File: config.mk
export PLATFORM = sky130hd
export DESIGN_NAME = mem_arb
export DESIGN_NICKNAME = d
export VERILOG_FILES = /design/src/rtl/mem_arb.sv
export SDC_FILE = /design/constraint.sdc
export NUM_CORES = 1
export LEC_CHECK = 0
export CAP_MARGIN = 0
export CORE_AREA = 2 2 135 137
export CTS_BUF_LIST = sky130_fd_sc_hd__clkbuf_8
export CTS_CLUSTER_SIZE = 10
export DETAILED_ROUTE_END_ITERATION = 6
export DIE_AREA = 0 0 137 139
export PLACE_DENSITY = 0.61
export SETUP_SLACK_MARGIN = 0.5
export SYNTH_ARGS = -nofsm -noshare
export SYNTH_HDL_FRONTEND = slang
export SYNTH_SLANG_ARGS = --single-unit
File: constraint.sdc
create_clock -name clk -period 3.3 [get_ports clk]
set_clock_uncertainty 0.2 [all_clocks]
set_input_delay 0.66 -clock clk [delete_from_list [all_inputs] [get_ports clk]]
set_output_delay 0.66 -clock clk [all_outputs]
set_load 0.05 [all_outputs]
File: src/rtl/mem_arb.sv
//==============================================================================
// Module      : mem_arb
// Description : Round-robin arbiter that shares one byte-addressed data memory
//               (combinational read port, byte-enabled clocked write port)
//               between NUM_REQ requesters. One transaction is granted per
//               cycle. Each granted request receives a registered response one
//               cycle after its handshake. Out-of-range accesses are blocked
//               here and answered with an error response.
//
// Ports       : clk, rst_n        - clock, asynchronous active-low reset
//               req_valid/ready   - per-requester request handshake
//               req_wr            - 1 = write, 0 = read
//               req_addr/wdata/be - flattened request fields (slot i at i*W)
//               rsp_valid/ready   - per-requester response handshake
//               rsp_rdata/err     - flattened read data, error flag
//               mem_*             - memory read port and write port
// Revision    : 1.0 - initial release
//==============================================================================
`default_nettype none

module mem_arb #(
    parameter int NUM_REQ   = 2,
    parameter int MEM_BYTES = 128
) (
    input  logic                  clk,
    input  logic                  rst_n,
    input  logic [NUM_REQ-1:0]    req_valid,
    output logic [NUM_REQ-1:0]    req_ready,
    input  logic [NUM_REQ-1:0]    req_wr,
    input  logic [32*NUM_REQ-1:0] req_addr,
    input  logic [32*NUM_REQ-1:0] req_wdata,
    input  logic [4*NUM_REQ-1:0]  req_be,
    output logic [NUM_REQ-1:0]    rsp_valid,
    input  logic [NUM_REQ-1:0]    rsp_ready,
    output logic [32*NUM_REQ-1:0] rsp_rdata,
    output logic [NUM_REQ-1:0]    rsp_err,
    output logic [31:0]           mem_adrs_rd,
    input  logic [31:0]           mem_rd_data,
    output logic                  mem_wr_en,
    output logic [3:0]            mem_byt_en,
    output logic [31:0]           mem_adrs_wr,
    output logic [31:0]           mem_wr_data
);

    localparam int                 c_IDX_W     = (NUM_REQ > 1) ? $clog2(NUM_REQ) : 1;
    localparam logic [31:0]        c_LAST_ADDR = 32'(MEM_BYTES - 4);
    localparam logic [c_IDX_W-1:0] c_RST_GRANT = c_IDX_W'(NUM_REQ - 1);

    // Registered state
    logic [c_IDX_W-1:0]    r_last_grant;
    logic [NUM_REQ-1:0]    r_rsp_valid;
    logic [NUM_REQ-1:0]    r_rsp_err;
    logic [32*NUM_REQ-1:0] r_rsp_rdata;

    // Unpacked request fields
    logic [31:0]        w_addr  [NUM_REQ];
    logic [31:0]        w_wdata [NUM_REQ];
    logic [3:0]         w_be    [NUM_REQ];
    logic [NUM_REQ-1:0] w_eligible;

    // Arbitration result and selected request
    logic               w_grant_any;
    logic [c_IDX_W-1:0] w_grant_idx;
    logic [31:0]        w_sel_addr;
    logic [31:0]        w_sel_wdata;
    logic [3:0]         w_sel_be;
    logic               w_sel_wr;
    logic               w_in_range;
    logic               w_do_read;
    logic               w_do_write;

    generate
        for (genvar gi = 0; gi < NUM_REQ; gi++) begin : g_unpack
            assign w_addr[gi]  = req_addr[32*gi +: 32];
            assign w_wdata[gi] = req_wdata[32*gi +: 32];
            assign w_be[gi]    = req_be[4*gi +: 4];
            // A response slot being drained this cycle is already free.
            assign w_eligible[gi] = req_valid[gi] & (~r_rsp_valid[gi] | rsp_ready[gi]);
        end
    endgenerate

    // Round-robin search starting at last_grant+1. Offsets are scanned from
    // the farthest to the nearest so the nearest eligible requester is the
    // last assignment and therefore wins.
    always_comb begin
        w_grant_any = 1'b0;
        w_grant_idx = r_last_grant;
        for (int off = NUM_REQ; off >= 1; off--) begin
            if (w_eligible[(int'(r_last_grant) + off) % NUM_REQ]) begin
                w_grant_any = 1'b1;
                w_grant_idx = c_IDX_W'((int'(r_last_grant) + off) % NUM_REQ);
            end
        end
    end

    always_comb begin
        req_ready = '0;
        if (w_grant_any) begin
            req_ready[w_grant_idx] = 1'b1;
        end
    end

    assign w_sel_addr  = w_addr[w_grant_idx];
    assign w_sel_wdata = w_wdata[w_grant_idx];
    assign w_sel_be    = w_be[w_grant_idx];
    assign w_sel_wr    = req_wr[w_grant_idx];
    assign w_in_range  = (w_sel_addr <= c_LAST_ADDR);
    assign w_do_read   = w_grant_any & ~w_sel_wr & w_in_range;
    assign w_do_write  = w_grant_any &  w_sel_wr & w_in_range;

    // Memory ports are driven only for an in-range handshake; otherwise zero.
    assign mem_adrs_rd = w_do_read  ? w_sel_addr  : 32'h0;
    assign mem_wr_en   = w_do_write;
    assign mem_byt_en  = w_do_write ? w_sel_be    : 4'h0;
    assign mem_adrs_wr = w_do_write ? w_sel_addr  : 32'h0;
    assign mem_wr_data = w_do_write ? w_sel_wdata : 32'h0;

    always_ff @(posedge clk or negedge rst_n) begin
        if (!rst_n) begin
            r_last_grant <= c_RST_GRANT;
        end else if (w_grant_any) begin
            r_last_grant <= w_grant_idx;
        end
    end

    // Response slots: a new handshake reloads the slot (even while it is being
    // drained), a drained slot clears, and an unconsumed slot holds.
    always_ff @(posedge clk or negedge rst_n) begin
        if (!rst_n) begin
            r_rsp_valid <= '0;
            r_rsp_err   <= '0;
            r_rsp_rdata <= '0;
        end else begin
            for (int i = 0; i < NUM_REQ; i++) begin
                if (req_ready[i]) begin
                    r_rsp_valid[i]         <= 1'b1;
                    r_rsp_err[i]           <= ~w_in_range;
                    r_rsp_rdata[32*i +: 32] <= w_do_read ? mem_rd_data : 32'h0;
                end else if (rsp_ready[i]) begin
                    r_rsp_valid[i]         <= 1'b0;
                    r_rsp_err[i]           <= 1'b0;
                    r_rsp_rdata[32*i +: 32] <= 32'h0;
                end
            end
        end
    end

    assign rsp_valid = r_rsp_valid;
    assign rsp_err   = r_rsp_err;
    assign rsp_rdata = r_rsp_rdata;

endmodule

`default_nettype wire

==> key figures <==
Floorplan
  – Initial Util: 0.223
  – Die Span Y: approximately 140 um
  – Std cell rows: 49
  – Area of the core: 0.0177 mm2
  – # IOs: between 300 and 400
  – Die width: 137 um
  – Die area: between 0.015 and 0.02 mm2

Detailed routing
  – Drt wl/cell: about 18 um
  – Routed vias: around 4300
  – Total iterations of the first detailed-routing run: 4
  – Initial DRC Count: between 70 and 80
  – ANT nets after route: 0
  – DRC: 0
  – Detailed-route vias per instance: about 4.5
  – Post-Route WL: between 15000 and 20000 um

Global routing
  – Initial antenna violation count: 1
  – First-pass GRT wire length: 26500 um
  – Vias in the first global route: roughly 4700
  – All-layer global routing usage: 0.184
  – Gr ovfl total: 0
  – Largest net degree at the start of global routing: 39

Yosys
  – Synthesized area: 0.00395 mm2
  – Unique cell type count in the Yosys netlist: 36
  – Synth top cells by count: 68 x dfrtp_1, 55 x a22o_1, 52 x buf_4, 52 x nor3_1, 43 x mux2i_1
  – Yosys reg bits: 69
  – Most common cell in the netlist: dfrtp_1
  – Yosys warns: 0
  – Async S/R FF share, synth: 1.00
  – Sequential share of the synthesized area: 0.438
  – Synth Flop Type: dfrtp_1
  – EDFF count, synth: 0
  – Largest cells by area after synthesis: dfrtp_1 43%, a22o_1 12%, mux2i_1 11%, buf_4 9.9%, nor3_1 6.6%
  – Cell taking the most area after synthesis: dfrtp_1
  – Synthesized area per cell: around 11 um2
  – Synthesized netlist cell count: 357
  – Yosys top cell area share: 0.431

Clock network
  – CTS buffer count: 9
  – Max clock buf depth: 2
  – Clock sinks: 69
  – Root Buffer: clkbuf_8
  – H-tree levels: 3
  – Clock Latency Late Sink: roughly 0.35 ns
  – TritonCTS clock tree: done
  – Worst-path clk slew: ~0.08 ns

STA
  – Endpoints failing setup: between 100 and 150
  – Final critical-path share of the clock period: 1.12
  – Final Critical Period: between 3 and 4 ns
  – Max transition margin: 0.471
  – Hold WS: around 0.18 ns
  – Max Clk Rate: approximately 270 MHz
  – Final number of max-transition violations: 0
  – Slew at the pin with the worst max-slew slack: about 0.79 ns
  – RSZ-0062 raised after global routing: true
  – Final Worst Setup Slack: -0.382 ns
  – TNS Setup: -27.39 ns
  – Hold Vio Cnt, Final: 0

Cells and area
  – Share of layout cells above drive strength 1: 0.348
  – Non-filler cells in the finished layout: 960
  – Final #Nets: roughly 900
  – Area Growth Syn to Fin: 139%
  – FILL cells: 1465

Power and ir drop
  – Final Power: about 2.6 mW
  – Peak VDD IR: 266 uV
  – Power density over the cells: between 200 and 300 mW/mm2
  – Lkg Pwr: roughly 4.3 nW

Job
  – Max cap viols: 0

Setup path
  – Worst reg2reg path depth: 18
  – WP data required: approximately 2.4 ns
  – Crit Path Max Fanout: 5
  – Critical Path Start Type: input pin
  – Crit. End Element: primary output
  – Crit Path Category: in2out
  – Data arrival, critical path: between 2 and 3 ns

Place
  – Placed insts: 897
  – Dpl hpwl: 13200 um
  – Number of I/O port buffers: 296
  – Pre-CTS setup slack: -0.646 ns
  – Gpl congestion: just under 0.8

Status
  – Status: finished, violations left
  – Failing checks: setup timing

Min path
  – Hold Path Class: in2async
## logic make-up after synthesis
group / after synthesis / share of synthesized area
other: 1 / 0.000951
AO/OA/AOI/OAI: 76 / 0.181
multiplexers: 43 / 0.109
buffers and inverters: 81 / 0.151
AND/OR/NAND/NOR: 87 / 0.120
flip-flops: 69 / 0.438
## per-layer routing
metal	track usage	share of wire	wire length (um)	up-vias
met5	0	0	0	-
li1	-	-	-	1996
met4	0.0521	0.020	355	0
met3	0.0519	0.075	1320	26
met2	0.345	0.55	9690	204
met1	0.196	0.35	6190	2095
## final timing paths
kind	slack (ns)	startpoint	to
setup reg to reg	0.07	r_last_grant	rsp_rdata[5]
hold / removal	0.18	rst_n	rsp_rdata[16]
hold reg to reg	0.30	rsp_rdata[14]	rsp_rdata[14]
min in group clk	0.30	rsp_rdata[14]	rsp_rdata[14]
setup / recovery	-0.38	req_addr[14]	mem_adrs_wr[3]
max in group asynchronous	2.04	rst_n	rsp_rdata[7]
## worst max-delay path, stage by stage
cell and delay, ns:
buf_6 0.09, or4_4 0.51, or4_4 0.51, o22a_4 0.29
buf_12 0.15, buf_12 0.12, buf_12 0.13, nor3_4 0.19
buf_12 0.16
## final cells by class
cell class / count / area (um2) / share of cell area
multi-input cells: 256 / 2560 / 0.272
diodes: 1 / 2.50 / 0.000266
repair buffers: 385 / 4640 / 0.492
clock inverters: 7 / 60.1 / 0.00638
clock buffers: 9 / 124 / 0.0132
well taps: 229 / 287 / 0.0304
inverters: 4 / 18.8 / 0.00199
flip-flops and latches: 69 / 1730 / 0.184
## sequential cells by signal, indices dropped and copies added, names as in the netlist
signal	flops
rsp_err	2
rsp_rdata	64
rsp_valid	2
r_last_grant	1
## through the flow
stage / util / area (um2)
6_report: 0.533 / 9410
5_1_grt: 0.533 / 9410
4_1_cts: 0.528 / 9320
3_5_place_dp: 0.478 / 8440
3_3_place_gp: 0.478 / 8440
2_1_floorplan: - / 4800
## where the power goes
group | switching, mW | internal (mW)
clock network | 0.316 | 0.339
logic | 0.604 | 0.443
registers | 0.0130 | 0.861
total | 0.933 | 1.64
## layout by cell type, fill, tap and decap left out, types with 2 or more instances in the layout
| master | n |
|---|---|
| nand2_1 | 4 |
| clkdlybuf4s50_1 | 199 |
| buf_6 | 23 |
| buf_4 | 36 |
| nor4_1 | 3 |
| a2111oi_4 | 2 |
| nor3_1 | 2 |
| nor4_2 | 4 |
| mux2i_2 | 2 |
| clkbuf_2 | 7 |
| nor3_4 | 50 |
| or4_4 | 4 |
| dlymetal6s2s_1 | 4 |
| mux2i_1 | 41 |
| a22o_1 | 55 |
| clkbuf_8 | 9 |
| nand4_1 | 2 |
| dlygate4sd2_1 | 18 |
| conb_1 | 50 |
| clkinv_2 | 2 |
| a21o_1 | 2 |
| a22o_4 | 9 |
| inv_1 | 6 |
| nand3_1 | 4 |
| buf_12 | 76 |
| dfrtp_1 | 67 |
| buf_16 | 8 |
| buf_2 | 3 |
| clkdlybuf4s15_1 | 10 |
| nor3b_1 | 2 |
| nor2_2 | 2 |
## what timing repair did
item / CTS / global route
gates resized for setup: 109 / 27
gates cloned: 8 / 0
endpoints found under the hold margin: 0 / 0
endpoints found under the setup margin: 119 / 119
pin swaps: 34 / 20
hold buffers: 0 / 0
buffers inserted: 33 / 5
Note: power is estimated with default switching activity, not from simulation.
==> RTL change, RTL diff (config.mk and constraints unchanged) <==
The parameter `NUM_REQ` goes from 2 to 1.
--- a/src/rtl/mem_arb.sv
+++ b/src/rtl/mem_arb.sv
@@ -19,7 +19,7 @@
 `default_nettype none
 
 module mem_arb #(
-    parameter int NUM_REQ   = 2,
+    parameter int NUM_REQ   = 1,
     parameter int MEM_BYTES = 128
 ) (
     input  logic                  clk,
Ports: changed (10 resized); port bits go from 347 to 241. No check against the original RTL was run, so the function may have changed too.
==> RTL change against the original RTL <==
  * Wire length shrank 46%
  * Synthesized area shrank 46%
  * Register-to-register slack gained 0.83 ns
  * Cell area shrank 43%
  * Critical endpoint is now mem_wr_data[22]
  * Cell count shrank 33%
  * Via count shrank 44%
  * Sequential cell count shrank 35
  * Total power shrank 57%
  * Setup slack gained 0.50 ns
==> RTL change: results <==
set metrics [dict create \
    status "finished, final reports clean" \
    largest_reg_flops 32 \
    synthArstFlopShare_pct 100 \
    p_leak_nw 2.19 \
    grt_pass1_wl_mm 13.9 \
    holdWs_ns 0.256 \
    dp_hpwl_mm 6.85 \
    grt_pass1_vias 2522 \
    vias_per_cell 3.75 \
    ir_drop_mv 0.244 \
    root_buffer "clkbuf_8" \
    post_drt_wl_per_cell_um 14.7 \
    io_buffers 190 \
    grt_antenna_before_repair 0 \
    drtIter0Drc 37 \
    antenna_cells 0 \
    timing_worst_slew_pin_value_ns 0.802 \
    reg2reg_to "rsp_rdata[6]$_DFFE_PN0P_" \
    synth_area_leaders "dfrtp_1 (40%), buf_4 (18%), a32o_1 (15%), and3_1 (15%), buf_6 (3.7%)" \
    ff2ff_setup_slack_ns 0.90 \
    synth_top_flop_cell "dfrtp_1" \
    cts-htree-levels 2 \
    synth.distinct_cells 21 \
    cts_buffers 5 \
    cp_max_fo 7 \
    fin_nets 519 \
    worstPathArrival_ns 2.32 \
    hold_class "input port to async pin" \
    fillers 1786 \
    drive_gt1_share_pct 40.2 \
    grt_max_degree 45 \
    track_usage_pct 9.39 \
    clkLatencyLatePin_ns 0.29 \
    timing.rr.start "rsp_valid$_DFFE_PN0P_" \
    gp_congestion 0.677 \
    synthTopCellsByCount "and3_1 (50), buf_4 (50), dfrtp_1 (34)" \
    yosysSeqAreaShare_pct 40.2 \
    r2r_cells 10 \
]
[RTL change: worst max-delay path by stage]
stage	slack, ns	cells after the start	startpoint	end
floorplan	0.49	5	req_addr[26]	mem_adrs_rd[0]
finish	0.12	11	req_addr[26]	mem_wr_data[22]
detailed placement	-0.1	7	req_addr[14]	mem_adrs_rd[4]
global placement	-0.05	7	req_addr[14]	mem_wr_data[31]
CTS	0.08	11	req_addr[20]	mem_wr_data[22]
global route	0.04	11	req_addr[26]	mem_wr_data[22]
[RTL change: stage by stage]
stage | setup WS [ns] | cells | utilization [%] | cell area, µm²
floorplan | 0.493 | 258 | - | 2540
global placement | -0.0532 | 617 | 27.3 | 4820
detailed placement | -0.0957 | 617 | 27.3 | 4820
CTS | 0.0798 | 641 | 29.9 | 5270
global route | 0.0406 | 644 | 30.1 | 5320
finish | 0.119 | 644 | 30.1 | 5320
[RTL change: where the power goes]
| part | switching [mW] | leakage (nW) | internal [mW] |
|---|---|---|---|
| logic | 0.206 | 1.66 | 0.114 |
| clock network | 0.159 | 0.0575 | 0.211 |
| registers | 0.00128 | 0.470 | 0.419 |
| total | 0.366 | 2.19 | 0.743 |
[RTL change: cell families (layout without fill, tap and decap cells)]
logic type             Yosys count  after routing  share of synthesized area, %
buffers and inverters           72            229                          24.1
other                            1             50                         0.177
flip-flops                      34             34                          40.2
AO/OA/AOI/OAI                   34             34                          15.6
AND/OR/NAND/NOR                 68             68                          19.9
[RTL change: what timing repair did]
| action | in CTS | in global routing |
|---|---|---|
| cloned | 6 | 1 |
| buffers inserted | 10 | 2 |
| pin swaps | 24 | 3 |
| endpoints found under the setup margin | 51 | 51 |
| hold buffers | 0 | 0 |
| resized for setup | 96 | 7 |
[RTL change: final cells by class]
type / instances / area, µm² / area share (%)
Inverter: 2 / 7.51 / 0.141
Sequential cell: 34 / 851 / 16.0
Multi-Input combinational cell: 152 / 1270 / 23.9
Tap cell: 229 / 287 / 5.38
Clock buffer: 8 / 110 / 2.07
Timing Repair Buffer: 219 / 2790 / 52.5
[RTL change: metal layers]
metal,vias up,wire length [µm],GRT usage [%]
li1,1096,-,-
met5,-,0,0
met1,1144,3220,8.95
met4,0,132,2.12
met3,10,1080,3.25
met2,162,5010,18.7
[RTL change: critical path: stages]
cell and delay, ns:
buf_6 0.10, nor4_4 0.27, nand3_2 0.13, nor4_4 0.27
buf_6 0.14, buf_12 0.10, buf_12 0.11, buf_12 0.10
buf_16 0.11, and3_4 0.20, buf_12 0.13
